===== src/rtl/bus_mux_pipe.sv =====
// Registered N-source bus multiplexer with one-hot select checking and fault latching.
// Optional feature: define BUS_MUX_PRIORITY_EN to accept multi-hot selects (lowest set bit wins).
module bus_mux_pipe #(
  parameter int WIDTH   = 16,
  parameter int NSRC    = 11,
  parameter int FAULT_N = 3
) (
  input  logic                      clock,
  input  logic                      reset,
  input  logic [NSRC*WIDTH-1:0]     src_flat,
  input  logic [NSRC-1:0]           sel,
  input  logic                      sel_valid,
  input  logic                      clear_err,
  output logic [WIDTH-1:0]          bus,
  output logic                      bus_valid,
  output logic [$clog2(NSRC)-1:0]   bus_src,
  output logic                      sel_err,
  output logic [7:0]                err_count,
  output logic                      fault
);

  localparam int SRCW = $clog2(NSRC);

  localparam logic [1:0] ST_IDLE  = 2'd0;
  localparam logic [1:0] ST_DRIVE = 2'd1;
  localparam logic [1:0] ST_FAULT = 2'd2;

  localparam logic [3:0]      FAULT_LIM = 4'(FAULT_N);
  localparam logic [NSRC-1:0] SEL_ONE   = {{(NSRC-1){1'b0}}, 1'b1};

  logic [1:0]       r_state;
  logic [3:0]       r_consec;
  logic [WIDTH-1:0] r_bus;
  logic             r_bus_valid;
  logic [SRCW-1:0]  r_bus_src;
  logic             r_sel_err;
  logic [7:0]       r_err_count;
  logic             r_fault;

  logic [SRCW-1:0]  w_idx;
  logic [WIDTH-1:0] w_data;
  logic             w_onehot;
  logic             w_legal;
  logic [3:0]       w_consec_inc;

  // Lowest set select bit and its source word; descending scan lets the lowest index win.
  always_comb begin
    w_idx  = '0;
    w_data = '0;
    for (int i = NSRC - 1; i >= 0; i--) begin
      w_idx  = sel[i] ? SRCW'(i) : w_idx;
      w_data = sel[i] ? src_flat[i*WIDTH +: WIDTH] : w_data;
    end
  end

  // Select legality and the candidate consecutive-error count.
  always_comb begin
    w_onehot     = (sel != '0) && ((sel & (sel - SEL_ONE)) == '0);
    w_consec_inc = r_consec + 4'd1;
`ifdef BUS_MUX_PRIORITY_EN
    w_legal      = (sel != '0);
`else
    w_legal      = w_onehot;
`endif
  end

  // Bus register, error bookkeeping and control state.
  always_ff @(posedge clock or posedge reset) begin
    if (reset) begin
      r_state     <= ST_IDLE;
      r_consec    <= 4'd0;
      r_bus       <= '0;
      r_bus_valid <= 1'b0;
      r_bus_src   <= '0;
      r_sel_err   <= 1'b0;
      r_err_count <= 8'd0;
      r_fault     <= 1'b0;
    end else if (clear_err) begin
      r_state     <= ST_IDLE;
      r_consec    <= 4'd0;
      r_bus_valid <= 1'b0;
      r_sel_err   <= 1'b0;
      r_err_count <= 8'd0;
      r_fault     <= 1'b0;
    end else if (r_state == ST_FAULT) begin
      r_bus_valid <= 1'b0;
      r_sel_err   <= 1'b0;
    end else if (sel_valid && w_legal) begin
      r_state     <= ST_DRIVE;
      r_consec    <= 4'd0;
      r_bus       <= w_data;
      r_bus_src   <= w_idx;
      r_bus_valid <= 1'b1;
      r_sel_err   <= 1'b0;
    end else if (sel_valid) begin
      r_consec    <= w_consec_inc;
      r_bus_valid <= 1'b0;
      r_sel_err   <= 1'b1;
      if (r_err_count != 8'hFF) begin
        r_err_count <= r_err_count + 8'd1;
      end else begin
        r_err_count <= r_err_count;
      end
      if (w_consec_inc == FAULT_LIM) begin
        r_state <= ST_FAULT;
        r_fault <= 1'b1;
      end else begin
        r_state <= r_state;
        r_fault <= 1'b0;
      end
    end else begin
      r_bus_valid <= 1'b0;
      r_sel_err   <= 1'b0;
      if (r_state == ST_DRIVE) begin
        r_state <= ST_IDLE;
      end else begin
        r_state <= r_state;
      end
    end
  end

  assign bus       = r_bus;
  assign bus_valid = r_bus_valid;
  assign bus_src   = r_bus_src;
  assign sel_err   = r_sel_err;
  assign err_count = r_err_count;
  assign fault     = r_fault;

endmodule


===== config.mk =====
export PLATFORM = sky130hd
export DESIGN_NAME = bus_mux_pipe
export DESIGN_NICKNAME = d
export VERILOG_FILES = /design/src/rtl/bus_mux_pipe.sv
export SDC_FILE = /design/constraint.sdc
export NUM_CORES = 1
export LEC_CHECK = 0
export CORE_ASPECT_RATIO = 0.8
export CORE_MARGIN = 3
export CORE_UTILIZATION = 35
export DETAILED_ROUTE_END_ITERATION = 7
export PLACE_DENSITY_LB_ADDON = 0.3
export REMOVE_ABC_BUFFERS = 1
export SETUP_SLACK_MARGIN = 0.5
export SLEW_MARGIN = 20
export SYNTH_ARGS = -nofsm -noshare
export SYNTH_HDL_FRONTEND = slang
export SYNTH_SLANG_ARGS = --single-unit

===== constraint.sdc =====
create_clock -name clock -period 4.7 [get_ports clock]
set_input_delay 0.705 -clock clock [delete_from_list [all_inputs] [get_ports clock]]
set_output_delay 0.705 -clock clock [all_outputs]
set_load 0.01 [all_outputs]

==> impl_metrics.csv <==
group,metric,value,unit
floorplan,pin_count,222,
setup_path,end_kind,"flip-flop",
setup_path,worstSetupPathType,"input port to flip-flop",
clock_tree,h-tree-depth,2,
logic_synthesis,synth_most_common_cell,"a21oi_1",
clock_tree,cts_root_buffer,"clkbuf_16",
placement,place_congestion,0.846,
detailed_routing,drc,0,
clock_tree,post-cts-setup-buffers,0,
flow_run,drv_cap,0,
logic_synthesis,yosys_warnings,0,
floorplan,coreArea,9150,µm²
clock_tree,clkLatencyLatePin,0.28,ns
timing,worst_slew_pin_slew,0.809,ns
power,total_power,1.00,mW
setup_path,crit_required,4.86,ns
placement,dp_hpwl,11800,µm
floorplan,fp.dieW,115,µm
logic_synthesis,async_flop_share,100,%
detailed_routing,wirelength,14800,µm
final_layout,drive_gt1_share,5.15,%
global_routing,grt_pass1_vias,4610,
global_routing,grt_max_degree,38,
logic_synthesis,syn_area,3330,µm²
logic_synthesis,synth.distinct_cells,54,
timing,setup_viol,0,
logic_synthesis,synthFlopType,"dfrtp_1",
timing,rsz0062_at_grt,"false",
detailed_routing,num_vias,4379,
timing,fmaxAchievable,284,MHz
detailed_routing,dr.first_iter.drc_count,369,
floorplan,rows,31,
clock_tree,cts_buffers,5,
logic_synthesis,ys_seq_area_share,27.8,%
detailed_routing,wl_per_cell,20.1,µm
final_layout,layout.area.seq,926,µm²
power,max-vdd-ir-drop,0.000158,V
final_layout,fin_nets,815,
clock_tree,cts-resized-gates,0,
final_layout,multi_input_area,2160,µm²
setup_path,r2r_cells,6,
floorplan,start_util,36.4,%
logic_synthesis,yosysTopAreaCell,"dfrtp_1",
global_routing,grt_overflow,0,
timing,setup_tns,0,ns
logic_synthesis,synth_seq_cells,37,
global_routing,grt_antenna_before_repair,0,
worst_hold_path,hold_depth,1,
setup_path,cp-start-kind,"input port",
floorplan,die_y,93.3,µm
clock_tree,cts_hold_buf,0,
outcome,status,"finished clean",
timing,finalClockSkew,0.00478,ns
detailed_routing,firstDrtPassIters,5,
global_routing,grt_usage,27.2,%
logic_synthesis,synthTopCellsByCount,"60 x a21oi_1, 37 x dfrtp_1, 30 x clkbuf_1",
timing,hold_violations,0,
clock_tree,tritoncts,"built",
placement,port_buffers,221,
final_layout,area_growth,73.1,%
clock_tree,clockBufferDepth,2,
timing,period_share,74.9,%
worst_hold_path,hold_class,"flip-flop to flip-flop",
logic_synthesis,avgSynthCellArea,7.95,µm²
clock_tree,clock_sinks,37,
floorplan,die-area,10700,µm²
setup_path,arrival,3.68,ns
detailed_routing,ant_nets,0,
setup_path,path_max_fanout,23,
timing,fin_crit,3.52,ns
logic_synthesis,yosys-top-cells-area,"dfrtp_1 28%, a21oi_1 9.0%, a221oi_1 7.1%",
timing,final_max_slew_viol_count,0,
logic_synthesis,synth-edff-count,0,
clock_tree,cts.clk_slew.worst_paths,0.05,ns
detailed_routing,via_per_inst,5.94,
final_layout,fillers,770,
timing,relSlewSlack,45.8,%
power,p_per_area,173,nW/µm²
logic_synthesis,syn_inst,419,
global_routing,grt_pass1_wl,23100,µm
logic_synthesis,synth_top_area_share,27.8,%
power,leakage,2.22,nW
==> power by group <==
group	leakage [nW]	internal, mW	switching, mW
clock	0.0700	0.208	0.115
combinational	1.65	0.207	0.138
sequential	0.502	0.326	0.00662
total	2.22	0.741	0.259
==> flip-flops by register name (all words and copies together) (netlist names) <==
register and cells:
sel_err 1, r_state 2, err_count 8, bus 16, bus_src 4, r_consec 4, fault 1, bus_valid 1
==> layout make-up <==
cell class                 instances  share of cell area, %
antenna                            1                 0.0434
clock buffer                       7                   2.47
inverter                          23                   1.50
multi-input combinational        320                   37.4
sequential                        37                   16.1
tap                              115                   2.50
timing repair buffer             234                   40.1
==> per-stage QoR <==
stage	cells	utilization, %	hold WS [ns]	cell area (µm²)	setup slack [ns]
detailed placement	729	61.4	0.487	5620	0.974
CTS	736	62.9	0.506	5760	1.24
global route	736	63.0	0.518	5760	0.954
floorplan	380	-	0.455	3160	1.29
global placement	729	61.4	0.474	5620	1.06
finish	737	63.0	0.499	5770	1.18
==> logic make-up (layout without fill, tap and decap cells) <==
| group | count (synthesis) | after routing | share of synthesized area (%) |
|---|---|---|---|
| AO/OA/AOI/OAI | 191 | 191 | 38.4 |
| buffers and inverters | 62 | 264 | 7.74 |
| other | 0 | 1 | 0 |
| multiplexers | 24 | 24 | 8.00 |
| AND/OR/NAND/NOR | 102 | 102 | 16.9 |
| adder cells (fa/ha/maj) | 3 | 3 | 1.13 |
| flip-flops | 37 | 37 | 27.8 |
==> final timing paths <==
check	start	endpoint	slack, ns
max	sel[8]	bus[10]	1.18
max reg2reg	r_state[1]	err_count[7]	2.86
min in group asynchronous	reset	bus[5]	0.86
min reg2reg	bus[8]	bus[8]	0.50
min	bus[8]	bus[8]	0.50
max in group asynchronous	reset	bus[3]	3.52
==> worst max-delay path, cell delays in order <==
cell and delay (ns):
clkdlybuf4s50_1 0.90, nor2_1 0.24, a211o_1 0.34, a21oi_1 0.15, o21a_2 0.39, nor3b_4 0.24
buf_4 0.32, mux2_2 0.37
==> layer usage <==
metal  vias to the layer above  part of all wire, %  GRT usage (%)
met2                       249                   49           47.4
li1                       2027                    -              -
met1                      2069                   39           33.2
met4                         0                  2.9           8.99
met5                         -                    0              0
met3                        34                  8.7           5.69
==> placed cells by master (no fill, tap or decap), types with 2 or more instances in the layout <==
master	count
a21oi_1	60
a221oi_1	27
a22oi_1	6
a31oi_1	7
buf_4	13
clkbuf_16	5
clkdlybuf4s50_1	221
dfrtp_1	37
ha_1	3
inv_1	22
mux2_1	17
mux2_2	4
mux2i_1	3
nand2_1	21
nand3_1	11
nor2_1	19
nor2b_1	15
nor3_1	5
nor3b_1	12
o2111ai_1	11
o21ai_0	25
o21bai_1	16
o22ai_1	12
o311ai_0	12
o31ai_1	2
or3_1	3
or4_1	3
or4b_1	2
Note: power is estimated with default switching activity, not from simulation.
